`src/rtl/clz_radix2_div_core_pkg.sv`:
```
// rtl/clz_radix2_div_core_pkg.sv - shared constants for the CLZ-aligned radix-2 divider
package clz_radix2_div_core_pkg;

  // Operand/result width used when a block is not parameterised explicitly.
  localparam int DEFAULT_DIV_WIDTH = 32;

endpackage

```
`src/rtl/clz_radix2_div_core_if.sv`:
```
// rtl/clz_radix2_div_core_if.sv - request/result bundle between the div unit and the divider core
interface clz_radix2_div_core_if
  import clz_radix2_div_core_pkg::*;
#(
  parameter int DIV_WIDTH = DEFAULT_DIV_WIDTH
);

  localparam int CW = $clog2(DIV_WIDTH);

  logic                 start;
  logic [DIV_WIDTH-1:0] dividend;
  logic [DIV_WIDTH-1:0] divisor;
  logic [CW-1:0]        dividend_clz;
  logic [CW-1:0]        divisor_clz;
  logic                 divisor_is_zero;
  logic                 done;
  logic [DIV_WIDTH-1:0] quotient;
  logic [DIV_WIDTH-1:0] remainder;
  logic                 busy;

  // Requester side: issues operands, observes the result.
  modport master (
    output start, dividend, divisor, dividend_clz, divisor_clz, divisor_is_zero,
    input  done, quotient, remainder, busy
  );

  // Divider side.
  modport slave (
    input  start, dividend, divisor, dividend_clz, divisor_clz, divisor_is_zero,
    output done, quotient, remainder, busy
  );

endinterface

```
`src/rtl/clz_radix2_div_core.sv`:
```
// rtl/clz_radix2_div_core.sv - iterative unsigned restoring divider with CLZ-based iteration skipping
module clz_radix2_div_core
  import clz_radix2_div_core_pkg::*;
#(
  parameter int DIV_WIDTH = DEFAULT_DIV_WIDTH
) (
  input logic                   clk,
  input logic                   rst,
  clz_radix2_div_core_if.slave  bus
);

  localparam int W  = DIV_WIDTH;
  localparam int CW = $clog2(DIV_WIDTH);

  typedef enum logic [1:0] {IDLE, BUSY, HOLD} state_t;

  state_t        state, state_next;
  logic [W-1:0]  r, r_next;        // partial remainder
  logic [W-1:0]  d, d_next;        // aligned divisor, shifts right each iteration
  logic [W-1:0]  q, q_next;        // quotient bits collected so far
  logic [CW-1:0] cnt, cnt_next;    // iterations left after the current one
  logic [W-1:0]  quo, quo_next;
  logic [W-1:0]  rem, rem_next;
  logic          done_q, done_next;
  logic [CW-1:0] k;
  logic          ge;

  // Next-state, iteration datapath and result capture.
  always_comb begin
    state_next = state;
    r_next     = r;
    d_next     = d;
    q_next     = q;
    cnt_next   = cnt;
    quo_next   = quo;
    rem_next   = rem;
    done_next  = 1'b0;
    // Alignment distance; only meaningful when divisor_clz >= dividend_clz.
    k          = bus.divisor_clz - bus.dividend_clz;
    // D never sits above the dividend's MSB, so a plain W-bit compare suffices.
    ge         = (r >= d);
    case (state)
      IDLE, HOLD: begin
        if (bus.start) begin
          if (bus.divisor_is_zero) begin
            quo_next   = '1;
            rem_next   = bus.dividend;
            done_next  = 1'b1;
            state_next = HOLD;
          end else if (bus.divisor_clz < bus.dividend_clz) begin
            quo_next   = '0;
            rem_next   = bus.dividend;
            done_next  = 1'b1;
            state_next = HOLD;
          end else begin
            r_next     = bus.dividend;
            d_next     = bus.divisor << k;
            q_next     = '0;
            cnt_next   = k;
            state_next = BUSY;
          end
        end
      end
      BUSY: begin
        if (ge) r_next = r - d;
        q_next   = (q << 1) | {{(W-1){1'b0}}, ge};
        d_next   = d >> 1;
        cnt_next = cnt - CW'(1);
        if (cnt == '0) begin
          quo_next   = q_next;
          rem_next   = r_next;
          done_next  = 1'b1;
          state_next = HOLD;
        end
      end
      default: state_next = IDLE;
    endcase
  end

  // State and datapath registers; reset aborts any division in flight.
  always_ff @(posedge clk) begin
    if (rst) begin
      state  <= IDLE;
      r      <= '0;
      d      <= '0;
      q      <= '0;
      cnt    <= '0;
      quo    <= '0;
      rem    <= '0;
      done_q <= 1'b0;
    end else begin
      state  <= state_next;
      r      <= r_next;
      d      <= d_next;
      q      <= q_next;
      cnt    <= cnt_next;
      quo    <= quo_next;
      rem    <= rem_next;
      done_q <= done_next;
    end
  end

  assign bus.done      = done_q;
  assign bus.quotient  = quo;
  assign bus.remainder = rem;
  assign bus.busy      = (state == BUSY);

endmodule

```
`src/flat_wrapper.sv`:
```
// flat-port wrapper written by rule: the top's interface ports become plain ports
module clz_radix2_div_core_flat import clz_radix2_div_core_pkg::*;
#(
  parameter int DIV_WIDTH = DEFAULT_DIV_WIDTH
)
  (clk, rst, bus_start, bus_dividend, bus_divisor, bus_dividend_clz, bus_divisor_clz, bus_divisor_is_zero, bus_done, bus_quotient, bus_remainder, bus_busy);
  clz_radix2_div_core_if #(.DIV_WIDTH(DIV_WIDTH)) bus_i ();
  input logic clk;
  input logic rst;
  input wire logic [$bits(bus_i.start)-1:0] bus_start;
  input wire logic [$bits(bus_i.dividend)-1:0] bus_dividend;
  input wire logic [$bits(bus_i.divisor)-1:0] bus_divisor;
  input wire logic [$bits(bus_i.dividend_clz)-1:0] bus_dividend_clz;
  input wire logic [$bits(bus_i.divisor_clz)-1:0] bus_divisor_clz;
  input wire logic [$bits(bus_i.divisor_is_zero)-1:0] bus_divisor_is_zero;
  output wire logic [$bits(bus_i.done)-1:0] bus_done;
  output wire logic [$bits(bus_i.quotient)-1:0] bus_quotient;
  output wire logic [$bits(bus_i.remainder)-1:0] bus_remainder;
  output wire logic [$bits(bus_i.busy)-1:0] bus_busy;
  assign bus_i.start = bus_start;
  assign bus_i.dividend = bus_dividend;
  assign bus_i.divisor = bus_divisor;
  assign bus_i.dividend_clz = bus_dividend_clz;
  assign bus_i.divisor_clz = bus_divisor_clz;
  assign bus_i.divisor_is_zero = bus_divisor_is_zero;
  assign bus_done = bus_i.done;
  assign bus_quotient = bus_i.quotient;
  assign bus_remainder = bus_i.remainder;
  assign bus_busy = bus_i.busy;
  clz_radix2_div_core #(.DIV_WIDTH(DIV_WIDTH)) u_core (.clk(clk), .rst(rst), .bus(bus_i));
endmodule
```
`config.mk`:
```
export PLATFORM = sky130hd
export DESIGN_NAME = clz_radix2_div_core_flat
export DESIGN_NICKNAME = d
export VERILOG_FILES = /design/src/rtl/clz_radix2_div_core_pkg.sv /design/src/rtl/clz_radix2_div_core_if.sv /design/src/rtl/clz_radix2_div_core.sv /design/src/flat_wrapper.sv
export SDC_FILE = /design/constraint.sdc
export NUM_CORES = 1
export LEC_CHECK = 0
export BUFFER_PORTS_ARGS = -buffer_cell sky130_fd_sc_hd__buf_4
export CORE_ASPECT_RATIO = 0.8
export CORE_UTILIZATION = 60
export CTS_CLUSTER_DIAMETER = 100
export DETAILED_ROUTE_END_ITERATION = 8
export GPL_ROUTABILITY_DRIVEN = 0
export GPL_TIMING_DRIVEN = 1
export PLACE_DENSITY = 0.79
export SETUP_SLACK_MARGIN = 0.1
export SLEW_MARGIN = 25
export SYNTH_ARGS = -nofsm -noshare
export SYNTH_HDL_FRONTEND = slang
export SYNTH_SLANG_ARGS = --single-unit
```
`constraint.sdc`:
```
create_clock -name clk -period 4.75 [get_ports clk]
set_input_delay 0.2375 -clock clk [delete_from_list [all_inputs] [get_ports clk]]
set_output_delay 0.2375 -clock clk [all_outputs]
set_load 0.1 [all_outputs]
```
==> out/results.txt <==
TritonRoute pass-1 iters - 6
Final Skew - 0.00820 ns
final hold violation count - 0
# Post-CTS Setup Buffers - 0
syn nets - 1444
Distinct cells, synth - 67
non-filler instance count after layout - 1640
die width - 148 um
die area - 17700 sq um
Seq/Total Area, Yosys - 32.5%
Synth top cells by count - 235 x nand2_1, 167 x dfxtp_1, 131 x a21oi_1
Overflow after GRT - 0
clk slew on worst S/H paths - 0.07 ns
Crit Path Max Fanout - 49
Tmin final - 3.71 ns
Slew HR - 44.5%
# DRC - 0
antenna violation net count after detailed routing - 0
die height - 119 um
hold_sp - bus_dividend[5]
Worst setup SP type - register
Root Driver - clkbuf_16
Final period util - 78.1%
routed wl met2 - 13000 um
Setup Total Neg Slack - 0 ns
share of post-route cells with drive strength above 1 - 17.0%
Port Buffer Count - 143
Slew Viols, Final - 0
dpl hpwl - 20300 um
Core ar. - 16700 sq um
crit path launch - u_core.d[4]$_SDFFE_PP0P_
max_cap viols - 0
most common cell in the netlist - nand2_1
CP Capture Type - register
WL met3 - 2400 um
ys flop type - dfxtp_1
met1 WL - 12900 um
Final Setup Violations - 0
Layout area overhead - 17.2%
first-pass GRT wire length - 47100 um
Num CTS Buffers - 17
setup ws final - 1.04 ns
Worst-Skew Late Latency - 0.44 ns
initial antenna violation count - 0
post-synth top area share - 32.5%
IO Pins - 144
FMAX - 0.270 GHz
dpl cells - 1608
Worst EP required - 5.06 ns
Initial Util - 61.7%
leakage - 4.75 nW
ys async rst share - 0%
unrepaired setup endpoints after global routing - false
routed vias - 10300
CTS resizes - 0
maximum clock path buffer count - 2
Post-Syn Area - 10300 sq um
largest net degree at the start of global routing - 72
Global Route Usage Sum - 33.4%
largest cells by area after synthesis - dfxtp_1 33%, nand2_1 8.6%, a21oi_1 6.4%
H-tree Lvls - 4
RR Startpoint - u_core.d[4]$_SDFFE_PP0P_
post-place setup slack - 1.11 ns
CTS tree - done
cell area power density - 435 nW/um^2
Max VDD drop - 0.323 mV
Post-Route WL - 29200 um
num rows - 42
Final nets - 1525
vias per cell - 6.25
vias in the first global route - 9329
Worst Path Class, Setup - register to register
FF+latch count, synth - 167
CTS Hold Bufs - 0
YS warnings - 0
status - complete, no violations
Slew @ Worst Pin - 0.831 ns
Avg WL per Cell - 17.8 um
Hold WC Path Type - input pin to register
# clock sinks - 167
Post-synth EDFFs - 0
# diodes - 0
DRT iter0 DRCs - 1040
Synth area leader - dfxtp_1
Synth Area per Inst - 7.75 sq um
top sig layer - met4
data arrival time of the worst path - 4.02 ns
Util after Layout - 72.3%
Syn Inst Count - 1326
[cells by family (layout without fill, tap and decap cells)]
family                     count (synthesis)  count (layout)  share of synthesized area, %
adders and majority gates                 40              40                          5.01
AOI/OAI and AO/OA                        418             418                          27.3
DFF                                      167             167                          32.5
and+or+nand+nor                          460             460                          19.5
buffers and inverters                    157             251                          6.05
xor gates and xnor gates                  29              29                          2.47
muxes                                     55              55                          7.13
[metrics by stage]
stage                     power [W]  hold slack, ns  instance area, sq um
after detailed placement    0.00378           0.442                 11400
after global routing        0.00547          0.0948                 12000
after floorplan             0.00331           0.400                 10300
final                       0.00524          0.0882                 12000
after CTS                   0.00521          0.0779                 12000
after global placement      0.00376           0.440                 11400
[final timing paths]
| path | endpoint | slack, ns | depth (start not counted) |
|---|---|---|---|
| setup / recovery | u_core.bus.remainder[15]$_SDFFE_PP0P_ | 1.04 | 13 |
| hold reg to reg | u_core.bus.remainder[18]$_SDFFE_PP0P_ | 0.45 | 2 |
| hold / removal | u_core.bus.remainder[5]$_SDFFE_PP0P_ | 0.09 | 3 |
| setup reg to reg | u_core.bus.remainder[15]$_SDFFE_PP0P_ | 1.04 | 13 |
[state kept, by name, summed over array words and instances (netlist names)]
name and cells:
u_core.q 31, u_core.d 32, u_core.bus.done 1, u_core.cnt 5, u_core.bus.quotient 32, u_core.r 32, u_core.bus.remainder 32, u_core.state 2
[metal layers]
layer  up-vias  track usage (%)
met3        66             6.86
met2       487             51.3
li1       4957                -
met5         -                0
met4         0             12.8
met1      4746             45.9
[power by group]
part,internal (W),leakage (nW),switching [W]
Combinational,0.000721,3.09,0.00152
Clock,0.000724,0.302,0.000705
Sequential,0.00150,1.36,0.0000711
Total,0.00294,4.75,0.00229
[critical path, stage by stage, from the launching register on]
cell and delay [ns]:
dfxtp_1 0.35, inv_1 0.06, ha_1 0.33, a21o_1 0.21, a21oi_1 0.22, a31oi_1 0.14, a31oi_1 0.41, o2111ai_2 0.19
a41oi_4 0.45, buf_4 0.55, mux2i_1 0.33, a21oi_1 0.10, a21oi_1 0.14, nor2_1 0.05
[cells in the final DEF, fill, tap and decap left out, types with 17 or more instances in the layout]
cell and instances:
mux2i_1 35, a211oi_1 28, and2_1 19, o211ai_1 39
a31oi_1 21, ha_1 38, a311oi_1 41, a21oi_1 131
o21ai_0 62, dfxtp_1 167, buf_4 162, nor2_1 114
clkbuf_16 17, inv_1 54, nand2_1 234
[layout make-up]
class / count / area, sq um
multi-input cells: 1002 / 6350
fillers: 1339 / 4610
flip-flops and latches: 167 / 3340
repair buffers: 163 / 1240
clock buffers: 17 / 425
well taps: 220 / 275
inverters: 56 / 213
clock inverters: 15 / 201
Note: power is estimated with default switching activity, not from simulation.
